[config.mk]
export PLATFORM = sky130hd
export DESIGN_NAME = anc_stream_feeder
export DESIGN_NICKNAME = d
export VERILOG_FILES = /design/src/rtl/anc_pkg.sv /design/src/rtl/anc_sample_fifo.sv /design/src/rtl/anc_stream_feeder.sv
export SDC_FILE = /design/constraint.sdc
export NUM_CORES = 1
export LEC_CHECK = 0
export ABC_AREA = 0
export ABC_CLOCK_PERIOD_IN_PS = 5050
export CELL_PAD_IN_SITES_DETAIL_PLACEMENT = 2
export CELL_PAD_IN_SITES_GLOBAL_PLACEMENT = 2
export CORE_MARGIN = 3
export CORE_UTILIZATION = 40
export CTS_BUF_LIST = sky130_fd_sc_hd__clkbuf_2 sky130_fd_sc_hd__clkbuf_4 sky130_fd_sc_hd__clkbuf_8
export CTS_CLUSTER_SIZE = 8
export DETAILED_ROUTE_END_ITERATION = 10
export DONT_BUFFER_PORTS = 1
export PLACE_DENSITY_LB_ADDON = 0.1
export SLEW_MARGIN = 5
export SYNTH_ARGS = -nofsm -noshare
export SYNTH_HDL_FRONTEND = slang
export SYNTH_SLANG_ARGS = --single-unit
[constraint.sdc]
create_clock -name clk -period 5.05 [get_ports clk]
set_clock_uncertainty 0.2 [all_clocks]
set_input_delay 0.7575 -clock clk [delete_from_list [all_inputs] [get_ports clk]]
set_output_delay 0.7575 -clock clk [all_outputs]
set_load 0.01 [all_outputs]
[src/rtl/anc_pkg.sv]
// anc_pkg: shared types for the ANC sample feeder.
//   DW_DEFAULT - default signed sample width
//   state_t    - feeder FSM states (IDLE, ISSUE, WAIT_OUT)
//   tuple_t    - one (x, e, a) sample tuple at the default width
package anc_pkg;

    localparam int DW_DEFAULT = 16;

    typedef enum logic [1:0] {
        IDLE     = 2'd0,
        ISSUE    = 2'd1,
        WAIT_OUT = 2'd2
    } state_t;

    typedef struct packed {
        logic signed [DW_DEFAULT-1:0] x;
        logic signed [DW_DEFAULT-1:0] e;
        logic signed [DW_DEFAULT-1:0] a;
    } tuple_t;

endpackage

[src/rtl/anc_sample_fifo.sv]
// anc_sample_fifo: tuple FIFO between the audio-rate producer and the feeder FSM.
// The producer cannot be stalled, so a push into a full FIFO is dropped unless
// a pop happens in the same cycle; a drop is reported on 'dropped'.
// Ports:
//   clk, rst_n - clock, synchronous active-low reset
//   push       - producer strobe
//   wdata      - tuple to store
//   pop        - consumer takes the head (ignored when empty)
//   rdata      - head of the FIFO (combinational)
//   empty      - no entries stored
//   level      - exact occupancy, 0..DEPTH
//   dropped    - one-cycle pulse: push refused because the FIFO was full
module anc_sample_fifo
    import anc_pkg::*;
#(
    parameter int DEPTH = 8,
    parameter int W     = 3 * DW_DEFAULT
) (
    input  logic                   clk,
    input  logic                   rst_n,
    input  logic                   push,
    input  logic [W-1:0]           wdata,
    input  logic                   pop,
    output logic [W-1:0]           rdata,
    output logic                   empty,
    output logic [$clog2(DEPTH):0] level,
    output logic                   dropped
);

    localparam int AW = $clog2(DEPTH);
    localparam logic [AW:0] FULL_LEVEL = (AW+1)'(DEPTH);

    logic [W-1:0]  mem [DEPTH];
    logic [AW-1:0] wr_ptr;
    logic [AW-1:0] rd_ptr;
    logic          full;
    logic          do_push;
    logic          do_pop;

    assign full  = (level == FULL_LEVEL);
    assign empty = (level == '0);

    // A pop in the same cycle frees the slot the push needs, so full only
    // blocks a push when nothing leaves.
    assign do_pop  = pop && !empty;
    assign do_push = push && (!full || do_pop);
    assign dropped = push && full && !do_pop;

    assign rdata = mem[rd_ptr];

    // Pointers are exactly AW bits wide, so they wrap modulo DEPTH naturally.
    always_ff @(posedge clk) begin
        if (!rst_n) begin
            wr_ptr <= '0;
            rd_ptr <= '0;
            level  <= '0;
        end else begin
            if (do_push) wr_ptr <= wr_ptr + 1'b1;
            if (do_pop)  rd_ptr <= rd_ptr + 1'b1;
            if (do_push && !do_pop)      level <= level + 1'b1;
            else if (do_pop && !do_push) level <= level - 1'b1;
        end
    end

    always_ff @(posedge clk) begin
        if (do_push) mem[wr_ptr] <= wdata;
    end

endmodule

[src/rtl/anc_stream_feeder.sv]
// anc_stream_feeder: buffers (x, e, a) sample tuples and feeds them to the ANC
// core one at a time, then forwards the core's result to the DAC-side sink.
// Ports:
//   clk, rst_n                 - clock, synchronous active-low reset
//   s_valid, s_x, s_e, s_a     - producer tuple strobe and samples (never stalled)
//   mu_cfg                     - LMS step size, latched into u_in at each issue
//   in_valid, controller_ready - handshake towards the core
//   x_in, e_in, a_in, u_in     - tuple and step size presented to the core
//   out_sample, out_valid      - result strobe from the core
//   y_valid, y_data            - one-cycle result strobe to the sink
//   fifo_level                 - current FIFO occupancy
//   overflow, timeout          - sticky status flags, cleared by clr_status
module anc_stream_feeder
    import anc_pkg::*;
#(
    parameter int DEPTH   = 8,
    parameter int DW      = DW_DEFAULT,
    parameter int TIMEOUT = 1024
) (
    input  logic                   clk,
    input  logic                   rst_n,
    input  logic                   s_valid,
    input  logic signed [DW-1:0]   s_x,
    input  logic signed [DW-1:0]   s_e,
    input  logic signed [DW-1:0]   s_a,
    input  logic signed [DW-1:0]   mu_cfg,
    output logic                   in_valid,
    input  logic                   controller_ready,
    output logic signed [DW-1:0]   x_in,
    output logic signed [DW-1:0]   e_in,
    output logic signed [DW-1:0]   a_in,
    output logic signed [DW-1:0]   u_in,
    input  logic signed [DW-1:0]   out_sample,
    input  logic                   out_valid,
    output logic                   y_valid,
    output logic signed [DW-1:0]   y_data,
    output logic [$clog2(DEPTH):0] fifo_level,
    output logic                   overflow,
    output logic                   timeout,
    input  logic                   clr_status
);

    localparam int CW = (TIMEOUT > 1) ? $clog2(TIMEOUT) : 1;
    localparam logic [CW-1:0] CNT_LAST = CW'(TIMEOUT - 1);

    state_t              state;
    state_t              state_nx;
    logic [CW-1:0]       cnt;
    logic [CW-1:0]       cnt_nx;
    logic                in_valid_nx;
    logic signed [DW-1:0] x_nx;
    logic signed [DW-1:0] e_nx;
    logic signed [DW-1:0] a_nx;
    logic signed [DW-1:0] u_nx;
    logic                y_valid_nx;
    logic signed [DW-1:0] y_data_nx;
    logic                pop;
    logic                timeout_evt;
    logic                dropped;
    logic                fifo_empty;
    logic [3*DW-1:0]     fifo_rdata;

    anc_sample_fifo #(
        .DEPTH (DEPTH),
        .W     (3 * DW)
    ) u_fifo (
        .clk     (clk),
        .rst_n   (rst_n),
        .push    (s_valid),
        .wdata   ({s_x, s_e, s_a}),
        .pop     (pop),
        .rdata   (fifo_rdata),
        .empty   (fifo_empty),
        .level   (fifo_level),
        .dropped (dropped)
    );

    // Sticky flags: a set event in the same cycle as clr_status wins.
    always_ff @(posedge clk) begin
        if (!rst_n) begin
            state    <= IDLE;
            cnt      <= '0;
            in_valid <= 1'b0;
            x_in     <= '0;
            e_in     <= '0;
            a_in     <= '0;
            u_in     <= '0;
            y_valid  <= 1'b0;
            y_data   <= '0;
            overflow <= 1'b0;
            timeout  <= 1'b0;
        end else begin
            state    <= state_nx;
            cnt      <= cnt_nx;
            in_valid <= in_valid_nx;
            x_in     <= x_nx;
            e_in     <= e_nx;
            a_in     <= a_nx;
            u_in     <= u_nx;
            y_valid  <= y_valid_nx;
            y_data   <= y_data_nx;
            overflow <= dropped | (overflow & ~clr_status);
            timeout  <= timeout_evt | (timeout & ~clr_status);
        end
    end

    // Only one tuple is ever outstanding at the core. A timeout still emits a
    // zero-valued y_valid so the sink keeps its sample cadence; a real
    // out_valid in the same cycle as the last count takes precedence.
    always_comb begin
        state_nx    = state;
        cnt_nx      = cnt;
        in_valid_nx = in_valid;
        x_nx        = x_in;
        e_nx        = e_in;
        a_nx        = a_in;
        u_nx        = u_in;
        y_valid_nx  = 1'b0;
        y_data_nx   = y_data;
        pop         = 1'b0;
        timeout_evt = 1'b0;

        unique case (state)
            IDLE: begin
                if (!fifo_empty) begin
                    pop         = 1'b1;
                    x_nx        = fifo_rdata[3*DW-1:2*DW];
                    e_nx        = fifo_rdata[2*DW-1:DW];
                    a_nx        = fifo_rdata[DW-1:0];
                    u_nx        = mu_cfg;
                    in_valid_nx = 1'b1;
                    state_nx    = ISSUE;
                end
            end
            ISSUE: begin
                if (in_valid && controller_ready) begin
                    in_valid_nx = 1'b0;
                    cnt_nx      = '0;
                    state_nx    = WAIT_OUT;
                end
            end
            WAIT_OUT: begin
                if (out_valid) begin
                    y_data_nx  = out_sample;
                    y_valid_nx = 1'b1;
                    state_nx   = IDLE;
                end else if (cnt == CNT_LAST) begin
                    timeout_evt = 1'b1;
                    y_data_nx   = '0;
                    y_valid_nx  = 1'b1;
                    state_nx    = IDLE;
                end else begin
                    cnt_nx = cnt + 1'b1;
                end
            end
            default: state_nx = IDLE;
        endcase
    end

endmodule

==> tab_implementation.tex <==
\begin{tabular}{lr}
\hline
Metric & Value \\
\hline
\multicolumn{2}{l}{\textbf{Logic synthesis}} \\
Number of enable flip-flop cells after synthesis & 384 \\
Mean area per synthesized cell & 18.45 um\^{}2 \\
Synthesized net count & 1086 \\
Cell area after synthesis & 18330 um\^{}2 \\
Leading post-synthesis cells by instance count & sky130\_fd\_sc\_hd\_\_edfxtp\_1, sky130\_fd\_sc\_hd\_\_dfxtp\_1, sky130\_fd\_sc\_hd\_\_mux4\_2 \\
Most numerous cell in the Yosys netlist & sky130\_fd\_sc\_hd\_\_edfxtp\_1 \\
Seq/Total Area, Yosys & 74.50\% \\
Cells after Synth & 993 \\
Cell taking the most area after synthesis & sky130\_fd\_sc\_hd\_\_edfxtp\_1 \\
Synthesis-stage register bit count & 490 \\
Async set-or-reset flop fraction in the synthesized netlist & 0\% \\
Area contributors post-synth & sky130\_fd\_sc\_hd\_\_edfxtp\_1, sky130\_fd\_sc\_hd\_\_mux4\_2, sky130\_fd\_sc\_hd\_\_dfxtp\_1 \\
Number of warnings issued by yosys & 0 \\
Share of the synthesized area in the top cell type & 62.93\% \\
Cell variety after synth & 51 \\
Dominant register cell in the synthesized netlist & sky130\_fd\_sc\_hd\_\_edfxtp\_1 \\
\multicolumn{2}{l}{\textbf{GRT}} \\
Vias in the first global route & 10668 \\
Number of antenna violations at the first check in global routing & 6 \\
Total overflow reported by the global router & 0 \\
Global-route wire length before repair & 67780 um \\
Overall track demand over capacity in global routing & 18.70\% \\
Maximum number of pins on one net before global-route repair & 72 \\
\multicolumn{2}{l}{\textbf{Layout}} \\
Non-filler instance count after layout & 1754 \\
Share of cells above drive strength 1 & 24.01\% \\
Filler cell count & 4040 \\
Post-route design area & 21340 um\^{}2 \\
Syn-to-layout area delta & 16.43\% \\
Fin nets & 1185 \\
Final design utilization & 47.73\% \\
\multicolumn{2}{l}{\textbf{Setup path}} \\
Cell at the slowest stage of the critical path & sky130\_fd\_sc\_hd\_\_or3\_1 \\
Reg2Reg Depth & 10 \\
Max Fanout on Critical Path & 7 \\
Crit path launch type & flip-flop \\
Critical path destination & u\_fifo.level[3] \\
Type of the setup path with the least slack & reg -> reg \\
Worst r2r src & u\_fifo.level[0] \\
Reg-to-reg setup timing slack & 2.02 ns \\
Cell-by-cell listing of the critical path & or3\_1, o21ai\_1, inv\_2, ha\_1, inv\_1, ha\_1, a21o\_1, a21oi\_1, mux2i\_1, mux2i\_1 \\
Capture point of the worst reg-to-reg path & u\_fifo.level[3] \\
Critical path data arrival time & 3.38 ns \\
Required @ worst endpoint & 5.40 ns \\
Origin of the worst setup path & u\_fifo.level[0] \\
Critical Path Sink Type & flip-flop \\
Biggest cell delay along the critical path & 0.46 ns \\
\multicolumn{2}{l}{\textbf{Placement}} \\
Post-detailed-placement half-perimeter wirelength & 23990 um \\
Final RePlAce weighted congestion & 0.6807 \\
Total cell area at the placement stage & 18980 um\^{}2 \\
Cell count after placement & 1540 \\
Buffers on Ports & 0 \\
\multicolumn{2}{l}{\textbf{Drt}} \\
Via count & 9453 \\
Detailed-route wire length & 44210 um \\
Iter 0 DRT Violations & 698 \\
Number of optimization iterations in the first detailed-route pass & 4 \\
Vias per Instance & 5.389 \\
ANT nets after route & 0 \\
Avg WL per Cell & 25.20 um \\
DRC Markers & 0 \\
\multicolumn{2}{l}{\textbf{Clock tree}} \\
Number of buffers on the longest clock path & 3 \\
Number of gates resized after CTS & 0 \\
TritonCTS clock tree & built \\
Cell at the root of the clock tree & sky130\_fd\_sc\_hd\_\_clkbuf\_8 \\
Clock latency at the later pin of the worst-skew pair & 0.64 ns \\
Number of clock buffers inserted by TritonCTS & 84 \\
Clock-pin slew of the registers on the worst-case setup and hold paths & 0.06 ns \\
Number of H-tree levels & 3 \\
Clk sink count & 490 \\
\multicolumn{2}{l}{\textbf{Run}} \\
Maximum Capacitance Violations & 0 \\
\multicolumn{2}{l}{\textbf{Die}} \\
Initial core utilization & 40.99\% \\
Number of standard-cell rows in the floorplan & 77 \\
Std-Cell Core Area & 44700 um\^{}2 \\
I/O pin total & 174 \\
Die extent in x & 220.0 um \\
Die Area & 48420 um\^{}2 \\
Die Ht & 220.0 um \\
\multicolumn{2}{l}{\textbf{Power and ir drop}} \\
Leakage power figure & 6.841 nW \\
Power Dens Cells & 495.1 nW/um\^{}2 \\
Max VDD drop & 0.0002904 V \\
\multicolumn{2}{l}{\textbf{Timing}} \\
Slew of the pin with the lowest slew margin & 1.006 ns \\
Post-layout minimum cycle time & 3.028 ns \\
Endpoints failing setup & 0 \\
Max-slew headroom at the worst pin & 32.92\% \\
Number of max-slew violations in the final report & 0 \\
Final hold violations & 0 \\
Total Neg Setup Slack & 0 ns \\
Setup repair after global routing missed its margin & false \\
Final worst hold slack & 0.05648 ns \\
Maximum clock rate & 0.3303 GHz \\
Tcrit/Tclk final & 59.96\% \\
\multicolumn{2}{l}{\textbf{Run status}} \\
Outcome & complete, no violations \\
\multicolumn{2}{l}{\textbf{Hold path}} \\
Hold Crit Depth & 1 \\
Type of the most critical hold path & in -> reg \\
\hline
\end{tabular}
==> placed cells by master (no fill, tap or decap), types with 3 or more instances in the layout <==
| cell | synthesis | layout |
|---|---|---|
| sky130_fd_sc_hd__o21ai_1 | 3 | 3 |
| sky130_fd_sc_hd__nor3_2 | 2 | 4 |
| sky130_fd_sc_hd__inv_1 | 5 | 5 |
| sky130_fd_sc_hd__dfxtp_4 | 0 | 3 |
| sky130_fd_sc_hd__clkbuf_8 | 0 | 101 |
| sky130_fd_sc_hd__nor3_1 | 8 | 4 |
| sky130_fd_sc_hd__o211ai_1 | 5 | 5 |
| sky130_fd_sc_hd__ha_1 | 6 | 6 |
| sky130_fd_sc_hd__clkbuf_4 | 0 | 32 |
| sky130_fd_sc_hd__clkinv_1 | 0 | 10 |
| sky130_fd_sc_hd__nand2_1 | 49 | 49 |
| sky130_fd_sc_hd__and3_1 | 3 | 3 |
| sky130_fd_sc_hd__mux4_2 | 96 | 96 |
| sky130_fd_sc_hd__a31oi_1 | 4 | 4 |
| sky130_fd_sc_hd__buf_4 | 2 | 15 |
| sky130_fd_sc_hd__xor2_1 | 3 | 3 |
| sky130_fd_sc_hd__nand3_1 | 7 | 7 |
| sky130_fd_sc_hd__edfxtp_1 | 384 | 384 |
| sky130_fd_sc_hd__nor2_1 | 17 | 15 |
| sky130_fd_sc_hd__o21ai_0 | 52 | 52 |
| sky130_fd_sc_hd__nand2b_1 | 3 | 3 |
| sky130_fd_sc_hd__dlygate4sd3_1 | 0 | 58 |
| sky130_fd_sc_hd__a21oi_1 | 74 | 74 |
| sky130_fd_sc_hd__a22o_1 | 16 | 16 |
| sky130_fd_sc_hd__mux2i_1 | 51 | 51 |
| sky130_fd_sc_hd__clkinv_2 | 0 | 6 |
| sky130_fd_sc_hd__a311oi_1 | 3 | 3 |
| sky130_fd_sc_hd__diode_2 | 0 | 4 |
| sky130_fd_sc_hd__dfxtp_1 | 106 | 103 |
| sky130_fd_sc_hd__or3_1 | 3 | 3 |
==> where the power goes <==
group | switching [mW] | internal, mW | leakage [nW] | total [mW]
sequential | 0.500 | 4.73 | 4.36 | 5.23
combinational | 0.884 | 0.731 | 1.54 | 1.62
clock | 1.57 | 2.14 | 0.945 | 3.72
==> layout make-up <==
class | count | area [um^2] | share of cell area [%]
Timing Repair Buffer | 75 | 733.2 | 3.437
Sequential cell | 490 | 13660 | 64.05
Multi-Input combinational cell | 434 | 4394 | 20.60
Tap cell | 592 | 740.7 | 3.472
Antenna cell | 4 | 10.01 | 0.04692
Clock inverter | 19 | 136.4 | 0.6392
Clock buffer | 133 | 1630 | 7.641
Inverter | 7 | 26.28 | 0.1232
==> state kept, by name, indices dropped and copies added, names as in the netlist <==
signal / count
a_in: 16
cnt: 10
e_in: 16
in_valid: 1
overflow: 1
state: 2
timeout: 1
u_fifo.level: 4
u_fifo.mem: 384
u_fifo.rd_ptr: 3
u_fifo.wr_ptr: 3
u_in: 16
x_in: 16
y_data: 16
y_valid: 1
==> repair_timing <==
action | 4_1_cts | 5_1_grt
setup buffers | 0 | 0
hold buffers | 58 | 0
hold endpoints to repair | 394 | 0
==> kinds of logic after synthesis <==
logic type / count (synthesis) / share of synthesized area, %
compound gates: 169 / 5.380
flops: 490 / 74.51
simple gates: 106 / 2.875
buf+inv: 69 / 1.898
xor+xnor: 5 / 0.2390
fa+ha+maj: 7 / 0.5189
mux: 147 / 14.58
==> per-layer routing <==
layer,global-route usage (%),wire length [um]
met5,0,19
met4,5.473,842
met3,4.440,2250
met2,30.52,21480
met1,25.12,19610
==> how the worst min path moves through the flow <==
stage                         from         end  slack, ns
CTS                 out_sample[10]  y_data[10]     0.0002
finish              out_sample[10]  y_data[10]       0.06
floorplan                   cnt[9]      cnt[9]       0.23
global route        out_sample[13]  y_data[13]      0.004
detailed placement          cnt[9]      cnt[9]       0.26
global placement            cnt[9]      cnt[9]       0.26
==> through the flow <==
step	total power, mW	worst slack [ns]
5_1_grt	11.16	1.818
3_5_place_dp	6.906	1.990
4_1_cts	10.77	1.980
2_1_floorplan	6.414	-0.002111
6_report	10.56	2.022
3_3_place_gp	6.857	2.101
==> worst max-delay path: cells and delay by family, from the launching register on <==
kind            cells  cell delay, ns
compound gates      3            0.73
simple gates        1            0.46
buf+inv             2            0.25
mux                 2            0.44
fa+ha+maj           2            0.47
flops               1            0.42
Note: power is estimated with default switching activity, not from simulation.
